### src/rtl/instruction_fetch_unit.sv
// Instruction fetch stage: owns the fetch PC, keeps at most one instruction-memory
// read in flight over a valid/ready request + valid response interface, and
// presents each fetched word with its address to decode. A downstream stall holds
// the presented word. An execute redirect retargets the fetch stream. A misaligned
// redirect parks the unit in a sticky fault state until reset.
module instruction_fetch_unit #(
    parameter logic [31:0] RESET_PC = 32'h0000_0000,
    parameter logic [31:0] PC_STEP  = 32'd4
) (
    input  logic        clock,
    input  logic        reset,
    input  logic        stall,
    input  logic        redirectValid,
    input  logic [31:0] redirectPc,
    output logic        memReqValid,
    output logic [31:0] memReqAddr,
    input  logic        memReqReady,
    input  logic        memRespValid,
    input  logic [31:0] memRespData,
    output logic [31:0] instruction,
    output logic [31:0] pc,
    output logic        instrValid,
    output logic        fetchFault
);

    typedef enum logic [2:0] {
        ST_IDLE  = 3'd0,
        ST_REQ   = 3'd1,
        ST_WAIT  = 3'd2,
        ST_HOLD  = 3'd3,
        ST_FAULT = 3'd4
    } state_t;

    state_t      state_r;
    state_t      state_s;
    logic [31:0] fetch_pc_r;
    logic [31:0] fetch_pc_s;
    logic        discard_r;      // the in-flight response belongs to a stale stream
    logic        discard_s;
    logic        fault_r;
    logic        fault_s;
    logic        latch_s;        // capture memRespData into the presented word
    logic [31:0] instr_r;
    logic [31:0] pc_r;
    logic        req_valid_r;
    logic        req_valid_s;
    logic        instr_valid_r;
    logic        instr_valid_s;

    // Instruction addresses must sit on a 4-byte boundary.
    function automatic logic is_aligned(input logic [31:0] addr);
        is_aligned = (addr[1:0] == 2'b00);
    endfunction

    // State and datapath registers; outputs are registered from the next state.
    always_ff @(posedge clock) begin
        if (reset) begin
            state_r       <= ST_IDLE;
            fetch_pc_r    <= RESET_PC;
            discard_r     <= 1'b0;
            fault_r       <= 1'b0;
            instr_r       <= 32'h0000_0000;
            pc_r          <= 32'h0000_0000;
            req_valid_r   <= 1'b0;
            instr_valid_r <= 1'b0;
        end else begin
            state_r       <= state_s;
            fetch_pc_r    <= fetch_pc_s;
            discard_r     <= discard_s;
            fault_r       <= fault_s;
            req_valid_r   <= req_valid_s;
            instr_valid_r <= instr_valid_s;
            if (latch_s) begin
                instr_r <= memRespData;
                pc_r    <= fetch_pc_r;
            end else begin
                instr_r <= instr_r;
                pc_r    <= pc_r;
            end
        end
    end

    // Next-state logic: fault and redirect take priority over normal sequencing.
    always_comb begin
        state_s    = state_r;
        fetch_pc_s = fetch_pc_r;
        discard_s  = discard_r;
        fault_s    = fault_r;
        latch_s    = 1'b0;
        if (state_r == ST_FAULT) begin
            // Everything is ignored until reset; any outstanding response is lost.
            state_s = ST_FAULT;
        end else if (redirectValid && !is_aligned(redirectPc)) begin
            state_s   = ST_FAULT;
            fault_s   = 1'b1;
            discard_s = 1'b0;
        end else if (redirectValid) begin
            fetch_pc_s = redirectPc;
            case (state_r)
                ST_REQ: begin
                    if (memReqReady) begin
                        // The old address was accepted this cycle; its data is stale.
                        state_s   = ST_WAIT;
                        discard_s = 1'b1;
                    end else begin
                        state_s   = ST_REQ;
                        discard_s = 1'b0;
                    end
                end
                ST_WAIT: begin
                    if (memRespValid) begin
                        // Stale response arrives now: drop it and refetch.
                        state_s   = ST_REQ;
                        discard_s = 1'b0;
                    end else begin
                        state_s   = ST_WAIT;
                        discard_s = 1'b1;
                    end
                end
                default: begin
                    // IDLE and HOLD: any held word is abandoned.
                    state_s   = ST_REQ;
                    discard_s = 1'b0;
                end
            endcase
        end else begin
            case (state_r)
                ST_IDLE: begin
                    state_s = ST_REQ;
                end
                ST_REQ: begin
                    if (memReqReady) begin
                        state_s = ST_WAIT;
                    end else begin
                        state_s = ST_REQ;
                    end
                end
                ST_WAIT: begin
                    if (memRespValid && discard_r) begin
                        state_s   = ST_REQ;
                        discard_s = 1'b0;
                    end else if (memRespValid) begin
                        state_s = ST_HOLD;
                        latch_s = 1'b1;
                    end else begin
                        state_s = ST_WAIT;
                    end
                end
                ST_HOLD: begin
                    if (!stall) begin
                        // Word consumed; advance sequentially (wraps at 2^32).
                        state_s    = ST_REQ;
                        fetch_pc_s = fetch_pc_r + PC_STEP;
                    end else begin
                        state_s = ST_HOLD;
                    end
                end
                default: begin
                    state_s = ST_FAULT;
                end
            endcase
        end
    end

    // Output decode from the next state so the registered outputs track the state.
    always_comb begin
        req_valid_s   = 1'b0;
        instr_valid_s = 1'b0;
        case (state_s)
            ST_REQ:  req_valid_s   = 1'b1;
            ST_HOLD: instr_valid_s = 1'b1;
            default: begin
                req_valid_s   = 1'b0;
                instr_valid_s = 1'b0;
            end
        endcase
    end

    assign memReqValid = req_valid_r;
    assign memReqAddr  = fetch_pc_r;
    assign instruction = instr_r;
    assign pc          = pc_r;
    assign instrValid  = instr_valid_r;
    assign fetchFault  = fault_r;

endmodule

### config.mk
export PLATFORM = sky130hd
export DESIGN_NAME = instruction_fetch_unit
export DESIGN_NICKNAME = d
export VERILOG_FILES = /design/src/rtl/instruction_fetch_unit.sv
export SDC_FILE = /design/constraint.sdc
export NUM_CORES = 1
export LEC_CHECK = 0
export ABC_CLOCK_PERIOD_IN_PS = 1800
export CORE_ASPECT_RATIO = 1.2
export CORE_MARGIN = 3
export CORE_UTILIZATION = 43
export DETAILED_ROUTE_END_ITERATION = 6
export GPL_ROUTABILITY_DRIVEN = 1
export GPL_TIMING_DRIVEN = 1
export PLACE_DENSITY_LB_ADDON = 0.2
export SKIP_LAST_GASP = 1
export SLEW_MARGIN = 30
export SYNTH_ARGS = -nofsm -noshare
export SYNTH_HDL_FRONTEND = slang
export SYNTH_SLANG_ARGS = --single-unit
### constraint.sdc
create_clock -name clock -period 1.8 [get_ports clock]
set_input_delay 0.36 -clock clock [delete_from_list [all_inputs] [get_ports clock]]
set_output_delay 0.36 -clock clock [all_outputs]
set_load 0.01 [all_outputs]
==> results.sh, run 1 <==
export IMPL_drc_errors=0
export IMPL_dieHeight_microns=119
export IMPL_grt_ovfl_total=0
export IMPL_synth_async_reset_ratio=0
export IMPL_peakVddDrop_mv=0.502
export IMPL_synth_ff_latch_count=103
export IMPL_post_dp_hpwl_microns=11100
export IMPL_postRouteAntennaNets=0
export IMPL_clk_pin_slew_worst_paths_ns=0.07
export IMPL_dp_cells=919
export IMPL_netlist_top_cells_count="156 x nand2_1, 103 x dfxtp_1, 90 x a21oi_1"
export IMPL_path_class="reg2out"
export IMPL_slew_headroom=0.740
export IMPL_leakage_uw=0.00262
export IMPL_cp_max_fo=5
export IMPL_gp_congestion=0.893
export IMPL_crit_required_ns=1.44
export IMPL_min_period_ns=1.78
export IMPL_worstSetupEndpointType="primary output"
export IMPL_synth_compound_area_frac=0.225
export IMPL_synth_simple_area_share=0.265
export IMPL_first_global_vias=4962
export IMPL_pre_cts_ws_ns=-0.355
export IMPL_synth_cell_type_count=52
export IMPL_finalSetupViolCount=0
export IMPL_yosysTopAreaCell="dfxtp_1"
export IMPL_grt_max_degree=53
export IMPL_synth_top_family_by_area="simple AND/OR/NAND/NOR gates"
export IMPL_num_rows=40
export IMPL_synth_area_sq_um=4610
export IMPL_synthFlopType="dfxtp_1"
export IMPL_hp_class="in2reg"
export IMPL_cap_violations=0
export IMPL_cts_sinks=103
export IMPL_period_share=0.988
export IMPL_timing_final_max_slew_violations=0
export IMPL_timing_final_ws_setup_ns=0.0212
export IMPL_syn_area_per_cell_sq_um=7.67
export IMPL_syn_num_nets=672
export IMPL_cts_tree="built"
export IMPL_io_pins=169
export IMPL_layoutNonFillerInstCount=937
export IMPL_fin_area_sq_um=7240
export IMPL_numCtsBuffers=9
export IMPL_initial_core_util=0.451
export IMPL_drive_gt1_frac=0.147
export IMPL_arrival_ns=1.42
export IMPL_synth_fa_ha_area_frac=0.00271
export IMPL_grtUsageTotal=0.247
export IMPL_total_power_uw=5070
export IMPL_cts_root_buffer="clkbuf_16"
export IMPL_drt_total_wl_microns=15200
export IMPL_antenna_cells=0
export IMPL_ys_top_cells_by_area="dfxtp_1 45%, nand2_1 13%, a21oi_1 9.8%"
export IMPL_status="finished, final reports clean"
export IMPL_drtIter0Drc=315
export IMPL_rsz0062_at_grt="yes"
export IMPL_yosysMostFrequentCell="nand2_1"
export IMPL_fmax_ghz=0.562
export IMPL_worstMarginPinSlew_ns=0.386
export IMPL_fin_nets=877
export IMPL_clk_path_buf_depth=2
export IMPL_io_buffer_count=168
export IMPL_netlist_instances=601
export IMPL_hold_viol=0
export IMPL_final_setup_skew_ns=0.00671
export IMPL_drt_pass1_iter_count=5
export IMPL_synth_xor_area_frac=0
export IMPL_vias=5186
export IMPL_fin_util=0.709
export IMPL_die_w_microns=101
export IMPL_dpl_instance_area_sq_um=6860
export IMPL_p_per_area_nw_per_um2=701
export IMPL_yosys_warnings=0
export IMPL_synth_top_cell_area_share=0.447
export IMPL_start_kind="flop"
export IMPL_wl_per_cell_microns=16.2
export IMPL_clkLatencyLatePin_ns=0.34
export IMPL_grt_pass1_wl_microns=24200
export IMPL_synth_edff_count=0
export IMPL_synth_yosys_seq_area_share=0.447
export IMPL_viasPerCell=5.53
export IMPL_core_area_sq_um=10200
export IMPL_area_growth_pct=57.0
export IMPL_dieArea_sq_um=12000
export IMPL_cts_htree_levels=3
export IMPL_antenna_found_initial=0
export IMPL_synthMuxAreaShare=0.0111
path summary, 6_finish.rpt:
check	start	endpoint	slack, ns	cells past startpoint
worst min-delay path	reset	pc[1]$_SDFFE_PP0P_	0.30	2
worst max register to register	memReqAddr[14]$_SDFFE_PP0P_	memReqAddr[31]$_SDFFE_PP0P_	0.04	5
worst max-delay path	memReqAddr[5]$_SDFFE_PP0P_	memReqAddr[5]	0.02	2
worst min register to register	instruction[7]$_SDFFE_PP0P_	instruction[7]$_SDFFE_PP0P_	0.46	2
worst max-delay path, stage by stage, from the launching register on:
cell and delay [ns]:
dfxtp_1 0.39, buf_4 0.16, clkdlybuf4s50_1 0.53
flip-flops by register name, summed over array words and instances, names as in the netlist:
register	cells
state_r	3
pc	32
fetchFault	1
memReqValid	1
instruction	32
memReqAddr	32
instrValid	1
discard_r	1
placed cells by master, fill, tap and decap left out, types with 7 or more instances in the layout:
cell             netlist  routed
clkdlybuf4s50_1        0     161
nor2_1                33      33
dfxtp_1              103      94
nand4_1               12      12
buf_4                  0      67
clkbuf_16              0       9
a31oi_1               14      13
buf_12                 0       7
nand3_1               14      13
nand2_1              156     156
and4_1                 7       7
nor3_1                 7       7
o21ai_0               30      29
a21oi_1               90      89
dfxtp_2                0       9
nor4_1                 9       7
through the flow:
stage	TNS, ns	hold slack [ns]
global placement	-8.10	0.441
detailed placement	-9.14	0.446
floorplan	0	0.481
finish	0	0.305
CTS	0	0.291
global route	-0.0628	0.303
where the power goes:
group	switching (uW)	leakage (uW)	internal [uW]
clock network	886	0.000151	1100
registers	51.8	0.000838	2330
logic	316	0.00163	393
cell families after synthesis:
family,after synthesis
simple gates,263
mux,5
fa+ha+maj,1
buf+inv,52
flops,103
compound gates,177
timing repair:
action	CTS	global route
pin swaps	0	0
buffers inserted	0	2
hold endpoints to repair	0	0
hold buffers	0	0
gates resized for setup	3	20
gates cloned	0	0
endpoints found under the setup margin	3	29
routing by layer:
| metal | share of wire | vias up | global-route usage |
|---|---|---|---|
| li1 | - | 2535 | - |
| met1 | 0.41 | 2408 | 0.322 |
| met2 | 0.50 | 219 | 0.416 |
| met3 | 0.076 | 24 | 0.0398 |
| met4 | 0.012 | 0 | 0.0708 |
| met5 | 0 | - | 0 |
cell type report:
type / instances / area [sq um]
repair buffers: 241 / 2320
clock inverters: 7 / 78.8
well taps: 126 / 158
inverters: 5 / 18.8
clock buffers: 9 / 225
flip-flops and latches: 103 / 2070
multi-input cells: 446 / 2360
fillers: 859 / 2970
Power figures use the tool's default switching activity.
==> run 2: changes to the inputs <==
--- a/config.mk
+++ b/config.mk
@@ -8,7 +8,7 @@
 export ABC_CLOCK_PERIOD_IN_PS = 1800
 export CORE_ASPECT_RATIO = 1.2
 export CORE_MARGIN = 3
-export CORE_UTILIZATION = 43
+export CORE_UTILIZATION = 45
 export DETAILED_ROUTE_END_ITERATION = 6
 export GPL_ROUTABILITY_DRIVEN = 1
 export GPL_TIMING_DRIVEN = 1
==> run 2 against run 1 <==
Effect of this change:
- the run now ends with negative setup slack left
- routed wire length up 2.4%
- worst hold slack better by 0.051 ns
- maximum frequency fell by 2.1%
- final cell count decreased by 0.75%
- critical path depth unchanged
- sequential power about the same
- clock-buffer cell count is 1 higher
- utilization up 3.3 points
- critical endpoint is now memReqAddr[4]
- highest routed layer unchanged
==> results.sh, run 2 (synthesis results as in run 1) <==
export IMPL_num_rows=39
export IMPL_clk_path_buf_depth=2
export IMPL_final_common_cell="clkdlybuf4s50_1"
export IMPL_use_met2=0.447
export IMPL_numCtsBuffers=9
export IMPL_leakage_uw=0.00264
export IMPL_holdWs_ns=0.356
export IMPL_die_w_microns=98.4
export IMPL_postRouteAntennaNets=0
export IMPL_drtIter0Drc=319
export IMPL_slew_headroom=0.757
export IMPL_wl_per_cell_microns=16.7
export IMPL_crit_required_ns=1.44
export IMPL_rr_startpoint="state_r[2]$_SDFF_PP0_"
export IMPL_cp_max_fo=7
export IMPL_cts_htree_levels=3
export IMPL_hold_end="instrValid$_SDFF_PP0_"
export IMPL_grt_most_used_layer="met2"
export IMPL_peakVddDrop_mv=0.439
export IMPL_worstMarginPinSlew_ns=0.362
export IMPL_hold_start="reset"
export IMPL_grt_ovfl_total=0
export IMPL_cts_root_buffer="clkbuf_16"
export IMPL_vias=5251
export IMPL_finalSetupTns_ns=-0.0309
export IMPL_cp_slowest_stage_delay_ns=0.54
export IMPL_post_dp_hpwl_microns=11100
export IMPL_timing_final_ws_setup_ns=-0.0177
export IMPL_dieArea_sq_um=11500
export IMPL_grt_pass1_wl_microns=24400
export IMPL_cts_tree="built"
export IMPL_antenna_cells=0
export IMPL_cap_violations=0
export IMPL_io_buffer_count=168
export IMPL_antenna_found_initial=0
export IMPL_path_class="reg2out"
export IMPL_worst_path_max_delay_cell="clkdlybuf4s50_1"
export IMPL_viasPerCell=5.65
export IMPL_hp_class="in2reg"
export IMPL_grt_met3_usage=0.0350
export IMPL_period_share=1.01
export IMPL_grtUsageTotal=0.261
export IMPL_reg2reg_slack_ns=0.04
export IMPL_timing_final_max_slew_violations=0
export IMPL_r2r_end="memReqAddr[30]$_SDFFE_PP0P_"
export IMPL_arrival_ns=1.46
export IMPL_crit_chain="buf_4, clkdlybuf4s50_1"
export IMPL_fin_nets=873
export IMPL_cts_sinks=103
export IMPL_fmax_ghz=0.550
export IMPL_io_pins=169
export IMPL_total_power_uw=5160
export IMPL_clkLatencyLatePin_ns=0.35
export IMPL_clk_pin_slew_worst_paths_ns=0.07
export IMPL_first_global_vias=5012
export IMPL_most_common_layout_cells="158 x clkdlybuf4s50_1, 156 x nand2_1, 92 x dfxtp_1"
export IMPL_initial_core_util=0.472
export IMPL_area_growth_pct=57.0
export IMPL_core_area_sq_um=9760
export IMPL_start_kind="flop"
export IMPL_rsz0062_at_grt="yes"
export IMPL_finalSetupViolCount=3
export IMPL_met1_usage=0.333
export IMPL_grt_max_degree=65
export IMPL_whs_path_depth=3
export IMPL_p_per_area_nw_per_um2=713
export IMPL_drive_gt1_frac=0.150
export IMPL_final_setup_skew_ns=0.0108
export IMPL_min_period_ns=1.82
export IMPL_reg2regPathDepth=6
export IMPL_drt_pass1_iter_count=6
export IMPL_hold_viol=0
export IMPL_drt_total_wl_microns=15500
export IMPL_gp_congestion=0.898
export IMPL_dieHeight_microns=117
export IMPL_status="finished with violations"
export IMPL_worstSetupEndpointType="primary output"
export IMPL_violations="negative setup slack"
export IMPL_drc_errors=0
==> run 2: how the worst max path moves through the flow <==
stage / from / endpoint / slack [ns] / depth (start not counted)
global route: redirectPc[0] / memReqAddr[30]$_SDFFE_PP0P_ / -0.09 / 9
floorplan: memReqAddr[2]$_SDFFE_PP0P_ / memReqAddr[18]$_SDFFE_PP0P_ / 0.09 / 5
detailed placement: redirectPc[0] / memReqAddr[30]$_SDFFE_PP0P_ / -0.38 / 9
global placement: redirectPc[0] / memReqAddr[18]$_SDFFE_PP0P_ / -0.30 / 8
finish: memReqAddr[4]$_SDFFE_PP0P_ / memReqAddr[4] / -0.02 / 2
CTS: memReqAddr[4]$_SDFFE_PP0P_ / memReqAddr[4] / -0.02 / 2
==> run 2: final cells by class <==
cell class              count  area (sq um)
clock buffers              10           239
clock inverters             6          72.6
fillers                   741          2520
inverters                   5          18.8
multi-input cells         446          2390
flip-flops and latches    103          2080
well taps                 123           154
repair buffers            237          2290
==> run 2: through the flow <==
| step | setup WS [ns] | cells | area, sq um | util |
|---|---|---|---|---|
| 3_3_place_gp | -0.295 | 912 | 6800 | 0.697 |
| 2_1_floorplan | 0.0895 | 601 | 4610 | - |
| 6_report | -0.0177 | 930 | 7240 | 0.742 |
| 4_1_cts | -0.0154 | 928 | 7130 | 0.730 |
| 3_5_place_dp | -0.381 | 912 | 6800 | 0.697 |
| 5_1_grt | -0.0903 | 930 | 7240 | 0.742 |
==> run 2: timing repair <==
item,in CTS,in global routing
endpoints found under the hold margin,0,0
gates cloned,0,1
setup buffers,0,1
pin swaps,0,7
hold buffers,0,0
setup endpoints to repair,8,31
resized for setup,7,31
==> run 2: worst max-delay path, delay by kind of cell, from the launching register on <==
family,cells,cell delay (ns)
DFF,1,0.40
buffers and inverters,2,0.71
==> run 2: where the power goes <==
part,internal (uW),switching [uW],total [uW]
logic,396,331,727
registers,2330,49.8,2380
clock network,1140,919,2060
==> run 2: layer usage <==
layer,part of all wire,up-vias
met5,0,-
met4,0.020,0
met3,0.058,24
met2,0.50,215
met1,0.42,2484
li1,-,2528
